## src/rtl/mem_stage.sv

```systemverilog
// mem_stage: memory pipeline stage; runs a req/ready handshake to data memory
// for load/store/push/pop and owns the stack pointer.
module mem_stage #(
    parameter int DATA_W = 16,
    parameter int ADDR_W = 16,
    parameter logic [ADDR_W-1:0] SP_RESET = {ADDR_W{1'b1}}
) (
    input  logic              clk,
    input  logic              rst,
    input  logic              ex_valid,
    input  logic [DATA_W-1:0] ex_alu_out,
    input  logic [DATA_W-1:0] ex_store_data,
    input  logic [2:0]        ex_rdst,
    input  logic              ex_reg_write,
    input  logic              ex_mem_read,
    input  logic              ex_mem_write,
    input  logic              ex_push,
    input  logic              ex_pop,
    output logic              stall,
    output logic              dmem_req,
    output logic              dmem_we,
    output logic [ADDR_W-1:0] dmem_addr,
    output logic [DATA_W-1:0] dmem_wdata,
    input  logic [DATA_W-1:0] dmem_rdata,
    input  logic              dmem_ready,
    output logic              wb_valid,
    output logic [DATA_W-1:0] wb_data,
    output logic [2:0]        wb_rdst,
    output logic              wb_reg_write,
    output logic [ADDR_W-1:0] sp
);
    typedef enum logic {IDLE, BUSY} state_t;

    state_t     state, state_nx;
    logic       is_mem, accept, alu_done, done, rw_q, wr;
    logic [2:0] rdst_q;

    assign is_mem   = ex_push | ex_pop | ex_mem_write | ex_mem_read;
    assign accept   = (state == IDLE) & ex_valid & is_mem;
    assign alu_done = (state == IDLE) & ex_valid & ~is_mem;
    assign done     = (state == BUSY) & dmem_ready;
    assign stall    = ex_valid & is_mem & ~done;
    assign dmem_req = (state == BUSY);
    // push > pop > store > load: only push and store write
    assign wr       = ex_push | (~ex_pop & ex_mem_write);

    always_ff @(posedge clk or posedge rst) begin
        if (rst) state <= IDLE;
        else     state <= state_nx;
    end

    always_comb begin
        state_nx = state;
        state_nx = accept ? BUSY : done ? IDLE : state;
    end

    always_ff @(posedge clk or posedge rst) begin
        if (rst) begin
            sp           <= SP_RESET;
            dmem_we      <= 1'b0;
            dmem_addr    <= '0;
            dmem_wdata   <= '0;
            rdst_q       <= '0;
            rw_q         <= 1'b0;
            wb_valid     <= 1'b0;
            wb_data      <= '0;
            wb_rdst      <= '0;
            wb_reg_write <= 1'b0;
        end else begin
            wb_valid <= alu_done | done;
            if (alu_done) begin
                wb_data      <= ex_alu_out;
                wb_rdst      <= ex_rdst;
                wb_reg_write <= ex_reg_write;
            end else if (done) begin
                // writes report their address, reads report the returned data
                wb_data      <= dmem_we ? DATA_W'(dmem_addr) : dmem_rdata;
                wb_rdst      <= rdst_q;
                wb_reg_write <= rw_q;
            end
            if (accept) begin
                rdst_q    <= ex_rdst;
                rw_q      <= ex_reg_write;
                dmem_we   <= wr;
                dmem_addr <= ex_push ? sp : ex_pop ? sp + 1'b1 : ADDR_W'(ex_alu_out);
                if (wr) dmem_wdata <= ex_store_data;
                if (ex_push)     sp <= sp - 1'b1;
                else if (ex_pop) sp <= sp + 1'b1;
            end
        end
    end
endmodule

```

## config.mk

```make
export PLATFORM = sky130hd
export DESIGN_NAME = mem_stage
export DESIGN_NICKNAME = d
export VERILOG_FILES = /design/src/rtl/mem_stage.sv
export SDC_FILE = /design/constraint.sdc
export NUM_CORES = 1
export LEC_CHECK = 0
export ABC_CLOCK_PERIOD_IN_PS = 3400
export CORE_AREA = 2 2 105 107
export DETAILED_ROUTE_END_ITERATION = 10
export DIE_AREA = 0 0 107 109
export PLACE_DENSITY = 0.7
export SLEW_MARGIN = 20
export SYNTH_ARGS = -nofsm -noshare
export SYNTH_HDL_FRONTEND = slang
export SYNTH_SLANG_ARGS = --single-unit
```

## constraint.sdc

```tcl
create_clock -name clk -period 3.4 [get_ports clk]
set_input_delay 0.68 -clock clk [delete_from_list [all_inputs] [get_ports clk]]
set_output_delay 0.68 -clock clk [all_outputs]
set_load 0.01 [all_outputs]
```

==> results.sh, run 1 <==
export IMPL_hold_viol_final=0
export IMPL_syn_area_mm2=0.00399
export IMPL_setup_tns_ps=0
export IMPL_cts_setup_buffers=0
export IMPL_synthTopCellsByArea="dfrtp_1 37%, dfstp_2 11%, nand2_1 6.7%"
export IMPL_drv_cap=0
export IMPL_area_delta_synth_final_pct=42.1
export IMPL_cts_max_level=3
export IMPL_leakagePower_nw=2.29
export IMPL_yosys_warnings=0
export IMPL_layout_nets=623
export IMPL_drive_gt1_share_pct=12.5
export IMPL_outcome="finished clean"
export IMPL_crit_chain="clkdlybuf4s50_1 > or4_1 > and3_1 > clkdlybuf4s50_1"
export IMPL_startpoint_type="primary input"
export IMPL_synth_top_flop_cell="dfrtp_1"
export IMPL_start_util_pct=37.6
export IMPL_num_antenna_cells=0
export IMPL_synth_ff_latch_count=75
export IMPL_design_core_area_mm2=0.0106
export IMPL_whs_ps=476
export IMPL_antenna_found_initial=0
export IMPL_grt_pass1_wl_um=18500
export IMPL_grt_overflow_total=0
export IMPL_rsz0062_at_grt="no"
export IMPL_io_pins=132
export IMPL_cpMostUsedCell="clkdlybuf4s50_1"
export IMPL_fin_skew_ps=10.7
export IMPL_drt_initial_drc_count=272
export IMPL_final_fill_count=958
export IMPL_synth_cells=436
export IMPL_synth_fp_nets=498
export IMPL_cts_resized=0
export IMPL_rrSetupSlack_ps=1110
export IMPL_critPathKind="in -> out"
export IMPL_dr_pass1_iters=5
export IMPL_async_flop_share_pct=100
export IMPL_numCtsBuffers=9
export IMPL_routed_wl_um=11200
export IMPL_dpl_hpwl_um=8360
export IMPL_grt_usage_pct=20.1
export IMPL_seqCellArea_mm2=0.00190
export IMPL_place_congestion=0.882
export IMPL_hold_buffers=0
export IMPL_hp_class="reg -> reg"
export IMPL_port_buffers=131
export IMPL_cts_tree="done"
export IMPL_routedWlPerCell_um=15.9
export IMPL_grt_pass1_vias=3573
export IMPL_worst_pin_slew_ps=753
export IMPL_postSynthAreaPerCell_um2=9.15
export IMPL_crit_arrival_ps=2400
export IMPL_multi_input_area_mm2=0.00194
export IMPL_rows=38
export IMPL_crit_family="buffers and inverters"
export IMPL_synth_most_common_cell="nand2_1"
export IMPL_cp_slowest_cell="or4_1"
export IMPL_cts_root_buffer="clkbuf_8"
export IMPL_synth_edf_count=0
export IMPL_synth_common_cells="71 x nand2_1, 59 x dfrtp_1, 40 x o21ai_0"
export IMPL_worst_setup_path_end_kind="primary output"
export IMPL_worstPathRequired_ps=2720
export IMPL_antenna_left=0
export IMPL_setup_violations=0
export IMPL_grt_max_degree=40
export IMPL_netlist_area_leader_share_pct=37.0
export IMPL_die_w_um=107
export IMPL_finalCriticalPeriod_ps=3080
export IMPL_vias_per_cell=5.16
export IMPL_synth_distinct_cells=52
export IMPL_peakVddDrop_uv=281
export IMPL_drcViolationCount=0
export IMPL_max_freq_ghz=0.324
export IMPL_clk_latency_ps=350
export IMPL_path_buf_inv=2
export IMPL_path_clk_slew_ps=80
export IMPL_die_h_um=109
export IMPL_cp_slowest_stage_delay_ps=630
export IMPL_cp_max_fo=4
export IMPL_power_mw=3.76
export IMPL_slew_violations=0
export IMPL_seq_area_frac_synth_pct=47.5
export IMPL_timing_final_crit_share_pct=90.7
export IMPL_power_density_mw_per_mm2=663
export IMPL_via_count=3641
export IMPL_cts_sinks=75
export IMPL_max_slew_margin_pct=49.7
export IMPL_cts_max_path_buffers=2
export IMPL_dieArea_mm2=0.0117
export IMPL_yosysTopAreaCell="dfrtp_1"
-- through the flow --
stage,setup WS (ps),utilization [%],area (µm²),std cells
finish,315,53.5,5670,706
global route,261,53.5,5670,706
CTS,311,53.5,5670,706
detailed placement,311,51.4,5450,690
global placement,336,51.4,5450,690
floorplan,837,-,3990,436
-- sequential cells by signal, summed over array words and instances (netlist names) --
signal        flops
dmem_req          1
wb_valid          1
wb_data          16
rw_q              1
dmem_wdata       16
dmem_addr        16
wb_rdst           3
wb_reg_write      1
sp               16
dmem_we           1
rdst_q            3
-- power breakdown --
group | internal [mW] | switching (mW)
combinational | 0.833 | 0.608
sequential | 1.23 | 0.329
clock | 0.431 | 0.327
total | 2.50 | 1.26
-- cells by family after synthesis --
family,after synthesis,synth area share (%)
xor+xnor,18,3.95
fa+ha+maj,2,0.627
compound gates,104,15.3
mux,36,9.56
buf+inv,38,3.89
simple gates,163,19.2
flops,75,47.5
-- placed cells by master (no fill, tap or decap), drive strengths merged, types with 11 or more instances in the layout --
cell type	synthesis	routed
clkdlybuf4s50	0	131
mux2i	19	19
xnor2	16	16
nand2	71	71
dfstp	16	16
mux2	17	17
buf	4	13
o21ai	42	42
a21oi	29	29
clkbuf	26	11
dfrtp	59	59
nor2	38	38
-- metal layers --
| layer | vias to the layer above | track usage [%] | wire length, µm |
|---|---|---|---|
| met5 | - | 0 | 0 |
| met4 | 0 | 8.35 | 167 |
| met3 | 15 | 2.99 | 514 |
| met2 | 111 | 33.2 | 5410 |
| met1 | 1736 | 26.7 | 5110 |
| li1 | 1779 | - | - |
-- final cells by class --
cell class | count | share of cell area, %
Multi-Input combinational cell | 323 | 34.2
Timing Repair Buffer | 144 | 24.8
Clock buffer | 11 | 2.49
Inverter | 8 | 0.529
Tap cell | 140 | 3.09
Sequential cell | 75 | 33.4
Clock inverter | 5 | 1.37
-- worst paths after layout --
kind | from | to | depth (start not counted)
max | ex_push | stall | 4
min | wb_reg_write | wb_reg_write | 2
max reg2reg | sp[2] | sp[15] | 5
min reg2reg | wb_reg_write | wb_reg_write | 2
max in group asynchronous | rst | dmem_addr[1] | 3
min in group asynchronous | rst | dmem_wdata[12] | 2
-- worst reg2reg max path, stage by stage, from the launching register on --
cell	delay, ps
dfstp_2	430
or4_4	560
or4_4	480
or4_1	440
o21ai_2	140
xor2_1	170
Note: power is estimated with default switching activity, not from simulation.
==> run 2, diff against run 1 <==
ABC_CLOCK_PERIOD_IN_PS = 2800   (was 3400)
PLACE_DENSITY = 0.73   (was 0.7)
clock period = 2.8 ns   (was 3.4 ns; I/O delays follow)
==> results.sh, run 2 (synthesis results as in run 1) <==
export IMPL_hold_viol_final=0
export IMPL_routed_wl_um=11300
export IMPL_via_count=3676
export IMPL_grt_pass1_vias=3538
export IMPL_cts_tree="done"
export IMPL_power_mw=4.48
export IMPL_worst_setup_path_end_kind="primary output"
export IMPL_die_h_um=109
export IMPL_drt_initial_drc_count=250
export IMPL_startpoint_type="primary input"
export IMPL_cp_max_fo=2
export IMPL_cts_setup_buffers=0
export IMPL_fin_ws_ps=55.5
export IMPL_antenna_found_initial=0
export IMPL_place_congestion=0.840
export IMPL_max_freq_ghz=0.364
export IMPL_cts_sinks=75
export IMPL_routedWlPerCell_um=15.9
export IMPL_drive_gt1_share_pct=12.7
export IMPL_grt_overflow_total=0
export IMPL_grt_usage_pct=19.5
export IMPL_worst_pin_slew_ps=502
export IMPL_hp_class="reg -> reg"
export IMPL_port_buffers=131
export IMPL_crit_arrival_ps=2180
export IMPL_num_antenna_cells=0
export IMPL_grt_max_degree=54
export IMPL_worstPathRequired_ps=2240
export IMPL_area_delta_synth_final_pct=42.3
export IMPL_drv_cap=0
export IMPL_clk_latency_ps=360
export IMPL_leakagePower_nw=2.29
export IMPL_place_area_mm2=0.00549
export IMPL_layout_nets=623
export IMPL_antenna_left=0
export IMPL_slew_violations=0
export IMPL_cts_root_buffer="clkbuf_8"
export IMPL_finalCriticalPeriod_ps=2740
export IMPL_start_util_pct=37.6
export IMPL_outcome="finished clean"
export IMPL_path_clk_slew_ps=80
export IMPL_drcViolationCount=0
export IMPL_cts_resized=0
export IMPL_design_area_mm2=0.00568
export IMPL_fin_skew_ps=13.0
export IMPL_design_core_area_mm2=0.0106
export IMPL_layout_commonest_cell="clkdlybuf4s50_1"
export IMPL_rows=38
export IMPL_dieArea_mm2=0.0117
export IMPL_critPathKind="in -> out"
export IMPL_cts_max_path_buffers=2
export IMPL_layout_common_cells="131 x clkdlybuf4s50_1, 71 x nand2_1, 59 x dfrtp_1, 40 x o21ai_0, 37 x nor2_1"
export IMPL_cts_max_level=3
export IMPL_max_slew_margin_pct=66.2
export IMPL_die_w_um=107
export IMPL_dr_pass1_iters=5
export IMPL_timing_final_crit_share_pct=98.0
export IMPL_io_pins=132
export IMPL_pre_cts_ws_ps=59.1
export IMPL_power_density_mw_per_mm2=788
export IMPL_numCtsBuffers=9
export IMPL_vias_per_cell=5.21
export IMPL_dpl_hpwl_um=8290
export IMPL_rsz0062_at_grt="no"
export IMPL_grt_pass1_wl_um=18000
export IMPL_setup_tns_ps=0
export IMPL_setup_violations=0
export IMPL_peakVddDrop_uv=349
export IMPL_hold_buffers=0
-- run 2: final cells by class --
class                   instances  area [µm²]
repair buffers                144        1450
multi-input cells             323        1940
inverters                       8        30.0
flip-flops and latches         75        1900
fillers                       966        4920
well taps                     140         175
clock inverters                 7        66.3
clock buffers                   9         124
-- run 2: worst max-delay path: stages --
cell and delay (ps):
clkdlybuf4s50_1 420, or4_1 540, and3_1 190, clkdlybuf4s50_1 470
-- run 2: worst paths after layout --
path                           start            end  slack, ps  cells after the start
hold / removal             rdst_q[2]      rdst_q[2]        480                      2
setup reg to reg               sp[2]         sp[15]        480                      5
setup / recovery             ex_push          stall         60                      4
min in group asynchronous        rst  dmem_wdata[3]        550                      2
max in group asynchronous        rst          sp[6]       1540                      3
hold reg to reg            rdst_q[2]      rdst_q[2]        480                      2
-- run 2: layer usage --
| metal | GRT usage [%] | wire length, µm | vias up | part of all wire [%] |
|---|---|---|---|---|
| met5 | 0 | 0 | - | 0 |
| met4 | 5.29 | 131 | 0 | 1.2 |
| met3 | 3.53 | 565 | 15 | 5.0 |
| met2 | 32.0 | 5530 | 115 | 49 |
| met1 | 26.6 | 5030 | 1768 | 45 |
| li1 | - | - | 1778 | - |
-- run 2: power by group --
group / internal, mW / switching [mW] / leakage (nW) / total [mW]
Combinational: 1.02 / 0.741 / 1.30 / 1.76
Clock: 0.347 / 0.474 / 0.0986 / 0.821
Sequential: 1.50 / 0.400 / 0.893 / 1.90
Total: 2.86 / 1.62 / 2.29 / 4.48
-- run 2: per-stage QoR --
stage | hold slack [ps] | instances | utilization, %
finish | 484 | 706 | 53.6
global route | 509 | 706 | 53.6
CTS | 486 | 706 | 53.6
detailed placement | 465 | 690 | 51.8
global placement | 458 | 690 | 51.8
floorplan | 446 | 436 | -
